### src/rtl/mux4_rr_arbiter_pkg.sv
// Shared definitions for the 4-way round-robin arbiter: state encoding,
// pointer width and the rotating priority search.
package mux4_rr_arbiter_pkg;

  localparam int PTR_W = 2;

  localparam logic [0:0] ST_IDLE  = 1'b0;
  localparam logic [0:0] ST_GRANT = 1'b1;

  typedef struct packed {
    logic             vld;
    logic [PTR_W-1:0] idx;
  } rr_pick_t;

  // The first requester found at start, start+1, start+2, start+3 (mod 4) wins.
  // The scan runs from the farthest offset down, so the nearest hit overwrites.
  function automatic rr_pick_t rr_pick(input logic [3:0] req, input logic [PTR_W-1:0] start);
    rr_pick_t         r;
    logic [PTR_W-1:0] k;
    r = '0;
    for (int i = 3; i >= 0; i--) begin
      k = start + PTR_W'(i);
      if (req[k]) begin
        r.vld = 1'b1;
        r.idx = k;
      end
    end
    return r;
  endfunction

endpackage

### src/rtl/mux4_rr_arbiter_bus.sv
// WIDTH-wide combinational 4:1 data mux steered by the arbiter select.
module mux4_bus
  import mux4_rr_arbiter_pkg::*;
#(
  parameter int WIDTH = 8
) (
  input  logic [PTR_W-1:0] i_sel,
  input  logic [WIDTH-1:0] i_din0,
  input  logic [WIDTH-1:0] i_din1,
  input  logic [WIDTH-1:0] i_din2,
  input  logic [WIDTH-1:0] i_din3,
  output logic [WIDTH-1:0] o_dout
);

  always_comb begin
    case (i_sel)
      2'd0:    o_dout = i_din0;
      2'd1:    o_dout = i_din1;
      2'd2:    o_dout = i_din2;
      default: o_dout = i_din3;
    endcase
  end

endmodule

### src/rtl/mux4_rr_arbiter.sv
// Round-robin arbiter sharing one 4:1 mux between four requesters, with a
// valid/ready output handshake and up to BURST beats per grant.
module mux4_rr_arbiter
  import mux4_rr_arbiter_pkg::*;
#(
  parameter int WIDTH = 8,
  parameter int BURST = 1
) (
  input  logic             clk,
  input  logic             rst,
  input  logic [3:0]       req,
  input  logic [WIDTH-1:0] din0,
  input  logic [WIDTH-1:0] din1,
  input  logic [WIDTH-1:0] din2,
  input  logic [WIDTH-1:0] din3,
  input  logic             out_ready,
  output logic             out_valid,
  output logic [WIDTH-1:0] out_data,
  output logic [PTR_W-1:0] sel,
  output logic [3:0]       grant,
  output logic [3:0]       ack,
  output logic             busy
);

  logic [0:0]       r_state;
  logic [PTR_W-1:0] r_sel;
  logic [3:0]       r_grant;
  logic [PTR_W-1:0] r_last;
  logic [3:0]       r_beat_cnt;

  logic             w_busy;
  logic [3:0]       w_sel_oh;
  logic             w_accept;
  logic [3:0]       w_beat_nxt;
  logic             w_final;
  logic             w_withdraw;
  logic             w_release;
  logic [3:0]       w_req_arb;
  logic [PTR_W-1:0] w_start;
  rr_pick_t         w_pick;

  assign w_busy     = (r_state == ST_GRANT);
  assign w_sel_oh   = 4'b0001 << r_sel;
  assign out_valid  = w_busy & req[r_sel];
  assign w_accept   = out_valid & out_ready;
  assign w_beat_nxt = r_beat_cnt + 4'd1;
  assign w_final    = w_accept && (w_beat_nxt == 4'(BURST));
  assign w_withdraw = w_busy & ~req[r_sel];
  assign w_release  = w_final | w_withdraw;

  // Starting the search just past the current owner puts it last in line,
  // so a requester re-asserting on its final beat only wins if nobody else asks.
  assign w_req_arb  = w_withdraw ? (req & ~w_sel_oh) : req;
  assign w_start    = w_busy ? (r_sel + 2'd1) : (r_last + 2'd1);
  assign w_pick     = rr_pick(w_req_arb, w_start);

  assign ack   = w_accept ? w_sel_oh : 4'b0000;
  assign sel   = r_sel;
  assign grant = r_grant;
  assign busy  = w_busy;

  always_ff @(posedge clk or posedge rst) begin
    if (rst) begin
      r_state    <= ST_IDLE;
      r_sel      <= '0;
      r_grant    <= '0;
      r_last     <= 2'd3;
      r_beat_cnt <= '0;
    end else if (!w_busy) begin
      if (w_pick.vld) begin
        r_state <= ST_GRANT;
        r_sel   <= w_pick.idx;
        r_grant <= 4'b0001 << w_pick.idx;
      end
    end else if (w_release) begin
      r_last     <= r_sel;
      r_beat_cnt <= '0;
      if (w_pick.vld) begin
        r_sel   <= w_pick.idx;
        r_grant <= 4'b0001 << w_pick.idx;
      end else begin
        r_state <= ST_IDLE;
        r_grant <= '0;
      end
    end else if (w_accept) begin
      r_beat_cnt <= w_beat_nxt;
    end
  end

  mux4_bus #(.WIDTH(WIDTH)) u_bus (
    .i_sel  (r_sel),
    .i_din0 (din0),
    .i_din1 (din1),
    .i_din2 (din2),
    .i_din3 (din3),
    .o_dout (out_data)
  );

endmodule

### config.mk
export PLATFORM = sky130hd
export DESIGN_NAME = mux4_rr_arbiter
export DESIGN_NICKNAME = d
export VERILOG_FILES = /design/src/rtl/mux4_rr_arbiter_pkg.sv /design/src/rtl/mux4_rr_arbiter_bus.sv /design/src/rtl/mux4_rr_arbiter.sv
export SDC_FILE = /design/constraint.sdc
export NUM_CORES = 1
export LEC_CHECK = 0
export CAP_MARGIN = 10
export CELL_PAD_IN_SITES_DETAIL_PLACEMENT = 1
export CELL_PAD_IN_SITES_GLOBAL_PLACEMENT = 2
export CORE_ASPECT_RATIO = 0.75
export CORE_UTILIZATION = 24
export DETAILED_ROUTE_END_ITERATION = 8
export PLACE_DENSITY_LB_ADDON = 0.12
export RECOVER_POWER = 100
export SYNTH_ARGS = -nofsm -noshare
export SYNTH_HDL_FRONTEND = slang
export SYNTH_SLANG_ARGS = --single-unit
### constraint.sdc
create_clock -name clk -period 4.5 [get_ports clk]
set_clock_uncertainty 0.05 [all_clocks]
set_input_delay 0.9 -clock clk [delete_from_list [all_inputs] [get_ports clk]]
set_output_delay 0.9 -clock clk [all_outputs]
set_load 0.02 [all_outputs]
; ---- After elaboration in Yosys (flattened, before gate mapping)
; Cells that the tools add are included.
[word_totals]
reg_bits = 13
latch_bits = 0
ramBits = 0
rom_bits = 0
in_bits = 39
output_inout_bits = 20
word_cells = 66
mem_count = 0
[classes]
addsub = 6
mul = 0
div_mod_pow = 0
magnitude_cmp = 5
eq_ne = 4
shifts = 2
mux = 30
n_bitwise = 7
reduce_logical = 7
[ops]
columns = op, count
row1 = $mux 4, 8
row2 = $pmux 8 s3, 1
row3 = $lt 2x3->1 const B, 5
row4 = $mux 3, 4
row5 = $bmux 1 s2, 5
row6 = $mux 1, 8
row7 = $mux 2, 4
row8 = $shl 1x2->4 const A, 2
row9 = $add 2x1->2 const B, 3
row10 = $reduce_and 2->1, 3
row11 = $add 2x2->2 const B, 2
row12 = $add 4x1->4 const B, 1
row13 = $and 4x4->4, 1
row14 = $eq 4x1->1 const B, 1
row15 = $not 4->4, 1
row16 = $reduce_bool 2->1, 2
row17 = $and 1x1->1, 3
row18 = $eq 2x1->1 const B, 1
row19 = $eq 2x2->1 const B, 1
row20 = $logic_not 2->1, 1
row21 = $ne 2x1->1 const B, 1
row22 = $logic_and 1x1->1, 1
row23 = $not 1->1, 1
row24 = $or 1x1->1, 1

; ---- Logic depth before layout (Yosys ltp)
[depth]
word_depth = 15
ltp_mapped = 7
ltp_nobuf = 7

; ---- Modules after synthesis
; A second synthesis with hierarchy kept.
[unflattened]
cells_unflattened = 96
hier_area_um2 = 1064.8
[modules_own_cells]
columns = mod, n_inst, cells_each, area_per_inst_um2, seq_area_each_um2
row1 = mux4_rr_arbiter, 1, 86, 868.3, 327.8
row2 = mux4_bus, 1, 10, 196.4, 0.0

; ---- Worst setup path after synthesis
; OpenSTA, ideal clock, no wires.
[synth_path]
kind = input port to output port
startpoint = in req[1]
endpoint = out ack[0]
t_arrival_ns = 1.900
t_required_ns = 3.550
setup_slack_ns = 1.650
cell_stages = 3
path_buffers = 0
path_cell_list = mux4_2 and3_1 nor3b_1
[synth_via]
elab_chain_cells = 5
[synth_lines]
columns = item, line
row1 = start: declaration, mux4_rr_arbiter.sv:11  ; input logic [3:0] req,
row2 = $bmux 1 s2, mux4_rr_arbiter.sv:44  ; assign out_valid = w_busy & req[r_sel];
row3 = $mux 1 (implied by the code), mux4_rr_arbiter.sv:44
row4 = $and 1x1->1, mux4_rr_arbiter.sv:44
row5 = $and 1x1->1, mux4_rr_arbiter.sv:45  ; assign w_accept = out_valid & out_ready;
row6 = $mux 4, mux4_rr_arbiter.sv:57  ; assign ack = w_accept ? w_sel_oh : 4'b0000;
row7 = end: declaration, mux4_rr_arbiter.sv:21  ; output logic [3:0] ack,
; Every way passes these cells. The select of a mux whose other input is x is not followed.

; ---- Worst setup path in the final report
[layout_path]
startpoint = in req[1]
endpoint = out ack[3]
; The elaborated chain is that of the path after synthesis.

==> summary.txt <==
Synthesis
  • Main area contributors after synthesis: dfrtp_1 (26%), mux4_2 (13%), mux4_1 (7.5%)
  • Asr flop ratio synth: 1.000
  • Mapped Cells: 96
  • Sequential share of the synthesized area: 0.3104
  • Yosys reg bits: 13
  • Commonest cells in the netlist: nand2_1 (13), dfrtp_1 (11), inv_1 (7)
  • Top FF cell, synth: dfrtp_1
  • Dominant cell type by area after synthesis: dfrtp_1
  • EDFF count, synth: 0
  • Syn Std Cell Area: 0.001056 mm^2
  • Syn Area/Cell: 11.00 um^2
  • Most common cell in the netlist: nand2_1
  • Post-synthesis cell type count: 37
  • Synth Net Count: 137
  • Post-synth top area share: 0.2607
  • Synth Warn #: 0

Pwr
  • Pwr dens: 522.5 mW/mm^2
  • Leakage Power: 0.6906 nW
  • Pwr Total: 0.0008884 W
  • Maximum vdd drop: 202.6 uV

Timing
  • Fin crit share: 0.9015
  • Final setup TNS: 0 ps
  • Slew Limit Fails: 0
  • Unrepaired setup endpoints after global routing: no
  • Max_slew headroom: 0.2497
  • Slew @ Worst Pin: 1116 ps
  • Hold Fails Final Rpt: 0
  • Final setup fails: 0
  • F_max: 246.5 MHz
  • Hold WS: 440.3 ps
  • Final min period: 4057 ps

Worst setup path
  • CP delay by family, top: buffers and inverters
  • WS Path Type: in -> out
  • CP Cell Sequence: dlygate4sd3_1, mux4_2, and3_1, and3_1, dlygate4sd3_1
  • Slowest CP cell: dlygate4sd3_1
  • Crit path max fanout: 5
  • WP data required: 3550 ps
  • WP data arrival: 3110 ps
  • Worst path depth: 5
  • Worst R2R Path Depth: 5
  • Crit. End Element: output port
  • CP max stage delay: 640 ps
  • Buf/Inv on CP: 2
  • Startpoint types: input port

Die
  • IO Count: 59
  • Die area: 0.004672 mm^2
  • Floorplan row count: 20
  • Die width: 78.60 um
  • Core box area: 0.004129 mm^2
  • Initial Util: 0.2558
  • Die Ht: 59.45 um

Clocking
  • Hold-fix buffers, CTS: 0
  • Clock Path Buffers: 2
  • Clock Latency Late Sink: 240 ps
  • Setup bufs post-CTS: 0
  • Clk pin slew, worst setup/hold paths: 50 ps
  • Resized Gates After CTS: 0
  • Htree depth: 1
  • CTS tree: yes
  • Num CTS Buffers: 3
  • Clock sinks: 13
  • Clk root buf: clkbuf_8

Placement
  • DP HPWL: 2.481 mm
  • RD Place Congestion: 0.7071
  • Port Buf Inserts: 58

Route
  • Residual DRC: 0
  • DRT Pass-1 Iters: 2
  • Drt first-iter violations: 30
  • Post-DRT Antenna Nets: 0
  • Number of vias per cell: 4.743
  • Via count: 996
  • Final wirelength: 3.064 mm
  • Avg WL per Cell: 14.59 um

Finish
  • Fillers: 460
  • Multi-input gate area: 636.9 um^2
  • Area grow syn2layout: 61.02%
  • Ratio of cells with drive above 1 in the final layout: 0.1355
  • Final core occ: 0.4118
  • Antenna cells: 0
  • Register area: 327.8 um^2
  • # nets final: 197

GRT
  • Gr usage total: 0.1387
  • First-pass GRT wire length: 4.954 mm
  • Initial antenna violation count: 0
  • Vias in the first global route: 997
  • Global route overflow: 0
  • Largest net degree at the start of global routing: 19

Min path
  • Hold Path Depth: 2
  • HP Class: reg -> reg

Flow run
  • # Max-Cap Violations: 0

Status
  • Status: finished, final reports clean
-- flip-flops by register name (all words and copies together) (netlist names) --
register,flops
grant,4
r_beat_cnt,4
r_last,2
sel,2
busy,1
-- cell usage in the layout (no fill, tap or decap), drive strengths merged, types with 2 or more instances in the layout --
cell,n
mux2i,2
mux2,5
inv,7
and3,2
nand2,14
o31ai,4
ha,2
nor3b,2
nor4,2
mux4,9
nor2,4
dlygate4sd3,22
o21ai,5
dfrtp,11
buf,2
nand3,5
clkbuf,4
a211oi,2
dfstp,2
clkdlybuf4s50,36
-- per-layer routing --
layer  track usage  routed length, um
met1        0.1883               1478
met2        0.2360               1482
met3       0.03231                103
met4      0.007937                  0
met5             0                  0
-- kinds of logic (layout without fill, tap and decap cells) --
| family | count (synthesis) | count (layout) | synth area share |
|---|---|---|---|
| flip-flops | 13 | 13 | 0.3104 |
| AO/OA/AOI/OAI | 18 | 18 | 0.1481 |
| buffers and inverters | 12 | 71 | 0.05805 |
| multiplexers | 16 | 16 | 0.2749 |
| adder cells (fa/ha/maj) | 2 | 2 | 0.02369 |
| AND/OR/NAND/NOR | 35 | 35 | 0.1848 |
-- worst reg2reg max path, cell delays in order (launching register included) --
cell	delay, ps
dfrtp_1	350
buf_4	210
mux4_2	400
nand2_1	110
o31ai_1	920
mux2_2	420
-- per-stage QoR --
stage               std cells  area (um^2)  setup WS, ps
floorplan                  96         1056          1650
global placement          206         1685         680.0
detailed placement        206         1685         637.3
CTS                       210         1730         637.7
global route              210         1700         381.0
finish                    210         1700         443.1
-- final timing paths --
| kind | end | slack, ps | startpoint |
|---|---|---|---|
| min | grant[2]$_DFFE_PP0P_ | 440 | grant[2]$_DFFE_PP0P_ |
| min reg2reg | grant[2]$_DFFE_PP0P_ | 440 | grant[2]$_DFFE_PP0P_ |
| max in group asynchronous | r_last[0]$_DFFE_PP1P_ | 2940 | rst |
| max reg2reg | sel[1]$_DFFE_PP0P_ | 1930 | sel[0]$_DFFE_PP0P_ |
| max | ack[3] | 440 | req[1] |
| min in group asynchronous | busy$_DFF_PP0_ | 1100 | rst |
-- report_power, final --
part	total (W)	switching, W	internal [W]
logic	0.000596	0.000309	0.000286
clock network	0.000105	0.0000427	0.0000626
registers	0.000187	0.0000250	0.000163
-- layout make-up --
class	count	area share
multi-input cells	71	0.3745
inverters	7	0.01545
clock buffers	4	0.02649
flip-flops and latches	13	0.1928
repair buffers	60	0.3503
well taps	55	0.04047
Note: power is estimated with default switching activity, not from simulation.
